File: config.mk
export PLATFORM = sky130hd
export DESIGN_NAME = dmem_responder
export DESIGN_NICKNAME = d
export VERILOG_FILES = /design/src/rtl/dmem_responder_pkg.sv /design/src/rtl/dmem_array.sv /design/src/rtl/dmem_responder.sv
export SDC_FILE = /design/constraint.sdc
export NUM_CORES = 2
export LEC_CHECK = 0
export ABC_AREA = 1
export CORE_ASPECT_RATIO = 0.6
export CORE_UTILIZATION = 61
export CTS_BUF_LIST = sky130_fd_sc_hd__clkbuf_4
export DETAILED_ROUTE_END_ITERATION = 8
export PLACE_DENSITY_LB_ADDON = 0.25
export SKIP_CTS_REPAIR_TIMING = 1
export SLEW_MARGIN = 5
export SYNTH_ARGS = -nofsm -noshare
export SYNTH_HDL_FRONTEND = slang
export SYNTH_SLANG_ARGS = --single-unit
export TNS_END_PERCENT = 30
File: constraint.sdc
create_clock -name clk -period 10.68 [get_ports clk]
set_input_delay 1.602 -clock clk [delete_from_list [all_inputs] [get_ports clk]]
set_output_delay 1.602 -clock clk [all_outputs]
set_load 0.05 [all_outputs]
File: src/rtl/dmem_responder_pkg.sv
// Shared access-size codes and FSM state encodings for the data-memory responder.
package dmem_responder_pkg;

   localparam logic [1:0] LS_BYTE = 2'b00;
   localparam logic [1:0] LS_HALF = 2'b01;
   localparam logic [1:0] LS_WORD = 2'b10;

   typedef logic [1:0] state_t;
   localparam state_t ST_IDLE = 2'b00;
   localparam state_t ST_BUSY = 2'b01;
   localparam state_t ST_RESP = 2'b10;

endpackage

File: src/rtl/dmem_array.sv
// Word-wide storage with per-byte write enables and an asynchronous read port.
// Contents are deliberately not reset.
module dmem_array #(
   parameter int NUM_LOCS = 64,
   parameter int AW       = 6
) (
   input  logic          clk,
   input  logic [3:0]    we,
   input  logic [AW-1:0] addr,
   input  logic [31:0]   wdata,
   output logic [31:0]   rdata
);

   logic [31:0] mem [NUM_LOCS];

   always_ff @(posedge clk) begin
      for (int b = 0; b < 4; b++) begin
         if (we[b]) mem[addr][8*b +: 8] <= wdata[8*b +: 8];
      end
   end

   assign rdata = mem[addr];

endmodule

File: src/rtl/dmem_responder.sv
// Single-outstanding load/store responder with fixed access latency and byte/half/word sizing.
// Errors (misaligned, out of range, illegal size) report resp_err and never touch memory.
module dmem_responder
   import dmem_responder_pkg::*;
#(
   parameter int NUM_LOCS = 64,
   parameter int LATENCY  = 2
) (
   input  logic        clk,
   input  logic        rst,
   input  logic        req_valid,
   output logic        req_ready,
   input  logic        req_write,
   input  logic [31:0] req_addr,
   input  logic [31:0] req_wdata,
   input  logic [1:0]  req_ls_type,
   input  logic        req_unsigned,
   output logic        resp_valid,
   input  logic        resp_ready,
   output logic [31:0] resp_rdata,
   output logic        resp_err
);

   localparam int AW = (NUM_LOCS > 1) ? $clog2(NUM_LOCS) : 1;

   state_t      state;
   logic [3:0]  cnt;
   logic        lat_write;
   logic [31:0] lat_addr;
   logic [31:0] lat_wdata;
   logic [1:0]  lat_type;
   logic        lat_uns;

   logic [1:0]  lane;
   logic [31:0] rword;
   logic [31:0] wword;
   logic [31:0] shifted;
   logic [31:0] load_data;
   logic [3:0]  be;
   logic [3:0]  we;
   logic        misaligned;
   logic        out_of_range;
   logic        access_err;
   logic        do_access;

   assign lane         = lat_addr[1:0];
   assign out_of_range = lat_addr >= 32'(4 * NUM_LOCS);
   assign access_err   = out_of_range | misaligned;
   assign do_access    = (state == ST_BUSY) && (cnt == 4'd0);
   assign req_ready    = (state == ST_IDLE) && !rst;

   always_comb begin
      misaligned = 1'b0;
      wword      = lat_wdata;
      be         = 4'b0000;
      shifted    = rword >> {lane, 3'b000};
      load_data  = 32'd0;
      case (lat_type)
         LS_BYTE: begin
            wword     = {4{lat_wdata[7:0]}};
            be        = 4'b0001 << lane;
            load_data = {{24{~lat_uns & shifted[7]}}, shifted[7:0]};
         end
         LS_HALF: begin
            misaligned = lane[0];
            wword      = {2{lat_wdata[15:0]}};
            be         = lane[1] ? 4'b1100 : 4'b0011;
            load_data  = {{16{~lat_uns & shifted[15]}}, shifted[15:0]};
         end
         LS_WORD: begin
            misaligned = |lane;
            be         = 4'b1111;
            load_data  = rword;
         end
         default: misaligned = 1'b1;
      endcase
   end

   // Write strobes are qualified by reset so an abandoned store can never land.
   assign we = (do_access && lat_write && !access_err && !rst) ? be : 4'b0000;

   dmem_array #(
      .NUM_LOCS(NUM_LOCS),
      .AW      (AW)
   ) u_array (
      .clk  (clk),
      .we   (we),
      .addr (lat_addr[2 +: AW]),
      .wdata(wword),
      .rdata(rword)
   );

   always_ff @(posedge clk or posedge rst) begin
      if (rst) begin
         state      <= ST_IDLE;
         cnt        <= 4'd0;
         lat_write  <= 1'b0;
         lat_addr   <= 32'd0;
         lat_wdata  <= 32'd0;
         lat_type   <= LS_BYTE;
         lat_uns    <= 1'b0;
         resp_valid <= 1'b0;
         resp_err   <= 1'b0;
         resp_rdata <= 32'd0;
      end else begin
         case (state)
            ST_IDLE: begin
               if (req_valid) begin
                  lat_write <= req_write;
                  lat_addr  <= req_addr;
                  lat_wdata <= req_wdata;
                  lat_type  <= req_ls_type;
                  lat_uns   <= req_unsigned;
                  cnt       <= 4'(LATENCY - 1);
                  state     <= ST_BUSY;
               end
            end
            ST_BUSY: begin
               if (cnt == 4'd0) begin
                  state      <= ST_RESP;
                  resp_valid <= 1'b1;
                  resp_err   <= access_err;
                  resp_rdata <= (access_err || lat_write) ? 32'd0 : load_data;
               end else begin
                  cnt <= cnt - 4'd1;
               end
            end
            ST_RESP: begin
               if (resp_ready) begin
                  state      <= ST_IDLE;
                  resp_valid <= 1'b0;
                  resp_err   <= 1'b0;
                  resp_rdata <= 32'd0;
               end
            end
            default: state <= ST_IDLE;
         endcase
      end
   end

endmodule

==> flow_summary.yaml <==
synthesis:
  synth_edf_count: 2048
  postSynth.asyncResetShare_pct: 5.01
  avgSynthCellArea_um2: 11.4
  synth_fp_nets: 7605
  ys_warn_count: 0
  syn-instance-count: 7531
  synth_seq_cells: 2156
  synth_ff_type: "edfxtp_1"
  ys_types: 31
  yosysSeqAreaShare_pct: 74.9
  synth_area_um2: 85700
final_layout:
  syn2layout_area_growth_pct: 10.1
  layout_commonest_cell: "nand2_1"
  final_cell_mix: "nand2_1, edfxtp_1, nor2_1, clkbuf_4, inv_1"
  fin_nets: 7928
  fin_cells: 10028
  drive_gt1_share_pct: 10.6
  final_util_pct: 67.7
drt:
  dr.pass1.iters: 7
  vias_per_cell: 5.89
  wl_um: 254000
  drc: 0
  ant_nets: 0
  wl_per_cell_um: 25.3
  drt_iter0_markers: 8912
  num_vias: 59022
floorplan:
  fp-row-count: 106
  fp.dieW_um: 486
  die_h_um: 292
  initial_utilization_pct: 61.5
  core_um2: 139000
  io_pins: 107
  die_area_um2: 142000
timing:
  slew_headroom_pct: 7.61
  rsz0062_at_grt: "no"
  fin_crit_sh_pct: 49.6
  tns_ns: 0
  fmax_mhz: 189
  skew_ns: 0.0947
  finalHoldViolations: 0
  slew_violations: 0
  worst_slew_pin_slew_ns: 1.39
  period_minus_slack_ns: 5.29
  hold_slack_ns: 0.483
  setup_viol: 0
setup_path:
  cp.required_ns: 11.64
  start_kind: "register"
  path_cells: "inv_4 > buf_4 > nor2_4 > buf_4 > buf_12 > nand2_1 > nor2_1"
  crit_buf_inv: 4
  slowest_delay_ns: 0.87
  cp-startpoint: "lat_addr[2]$_DFFE_PP0P_"
  cp-end-kind: "register"
  cp.arrival_ns: 6.26
  path_delay_family: "buffers and inverters"
  r2r_start: "lat_addr[2]$_DFFE_PP0P_"
  critical_path_class: "reg -> reg"
  cp_max_fo: 139
  cp_slowest_cell: "nor2_1"
  cpMostUsedCell: "buf_4"
clock_network:
  numCtsBuffers: 464
  clkTransAtPathRegs_ns: 0.07
  cts_root_buffer: "clkbuf_4"
  clock_latency_ns: 1.39
  clk_path_buf_depth: 4
  cts_tree: "done"
  clock_sinks: 2156
  cts_max_level: 5
hold_path:
  min_path_type: "reg -> reg"
  min_from: "lat_wdata[20]$_DFFE_PP0P_"
global_route:
  grt_pass1_vias: 56320
  antenna_found_initial: 16
  grt_usage_pct: 35.9
  grt_max_degree: 148
  grt_overflow: 0
  grt_pass1_wl_um: 366000
pwr:
  power_per_cell_area_nw_per_um2: 279
  power_leakage_nw: 36.6
  vdd_drop_max_mv: 0.487
  p_total_mw: 26.3
placed_design:
  io_buffers: 106
  place_congestion: 1.00
  hpwl_um: 150000
  placedCellCount: 9224
run_status:
  status: "finished clean"
job:
  max-cap-violations: 0
metal layers:
layer / part of all wire [%] / up-vias / track usage (%)
met5: 0.070 / - / 0
met4: 4.4 / 16 / 16.8
met3: 17 / 580 / 16.0
met2: 41 / 4607 / 48.3
met1: 37 / 27856 / 50.1
li1: - / 25963 / -
cells by family (layout without fill, tap and decap cells):
family,after synthesis,in the layout,share of synthesized area [%]
adders and majority gates,2,2,0.0292
AOI/OAI and AO/OA,218,218,1.46
and+or+nand+nor,4591,4591,20.7
other,0,18,0
buffers and inverters,564,1207,2.82
DFF,2156,2156,74.9
final timing paths:
kind                                                 end  slack, ns  cells past startpoint
max in group asynchronous        lat_addr[2]$_DFFE_PP0P_       8.51                      3
min reg2reg                    lat_wdata[20]$_DFFE_PP0P_       0.48                      2
max                        u_array.mem[59][12]$_DFFE_PP_       5.39                      7
max reg2reg                u_array.mem[59][12]$_DFFE_PP_       5.39                      7
min                            lat_wdata[20]$_DFFE_PP0P_       0.48                      2
min in group asynchronous      resp_rdata[1]$_DFFE_PP0P_       0.74                      2
worst reg2reg max path: stages (launching register included):
cell and delay (ns):
dfrtp_4 0.79, inv_4 0.45, buf_4 0.60, nor2_4 0.23, buf_4 0.45, buf_12 0.58
nand2_1 0.97, nor2_1 0.88
flip-flops by register name, summed over array words and instances, names as in the netlist:
signal       cells
u_array.mem   2048
lat_uns          1
lat_addr        32
resp_rdata      32
resp_valid       1
lat_wdata       32
resp_err         1
state            2
cnt              4
lat_write        1
lat_type         2
through the flow:
stage               setup WS [ns]  instance area (um^2)
finish                       5.39                 94300
detailed placement           5.55                 88600
floorplan                    5.11                 85700
CTS                          5.64                 94300
global route                 5.40                 94300
global placement             5.63                 88600
synthesized netlist by cell type, drive strengths merged (4+ instances only):
master | count | share of area [%]
clkbuf | 129 | 0.57
o211ai | 13 | 0.11
nor4 | 4 | 0.029
nor3 | 16 | 0.093
buf | 202 | 1.2
nand4 | 103 | 0.75
nand3 | 147 | 0.86
a221oi | 5 | 0.051
nand2 | 3563 | 16
dfrtp | 108 | 3.2
nor2 | 741 | 3.3
edfxtp | 2048 | 72
a21oi | 4 | 0.023
inv | 232 | 1.0
o21ai | 165 | 0.99
or2 | 17 | 0.12
a22oi | 24 | 0.21
area by class of cell:
class,instances,area (um^2)
antenna,18,45.0
clock buffer,687,5160
clock inverter,99,512
fill,10041,44900
inverter,233,887
multi-input combinational,4811,19400
sequential,2156,64200
tap,1836,2300
timing repair buffer,188,1780
report_power, final:
part	internal (mW)	switching [mW]	leakage, nW
logic	1.69	7.12	13.3
registers	11.1	0.237	19.9
clock network	3.02	3.15	3.40
No activity file was read; power rests on OpenSTA's default activity.
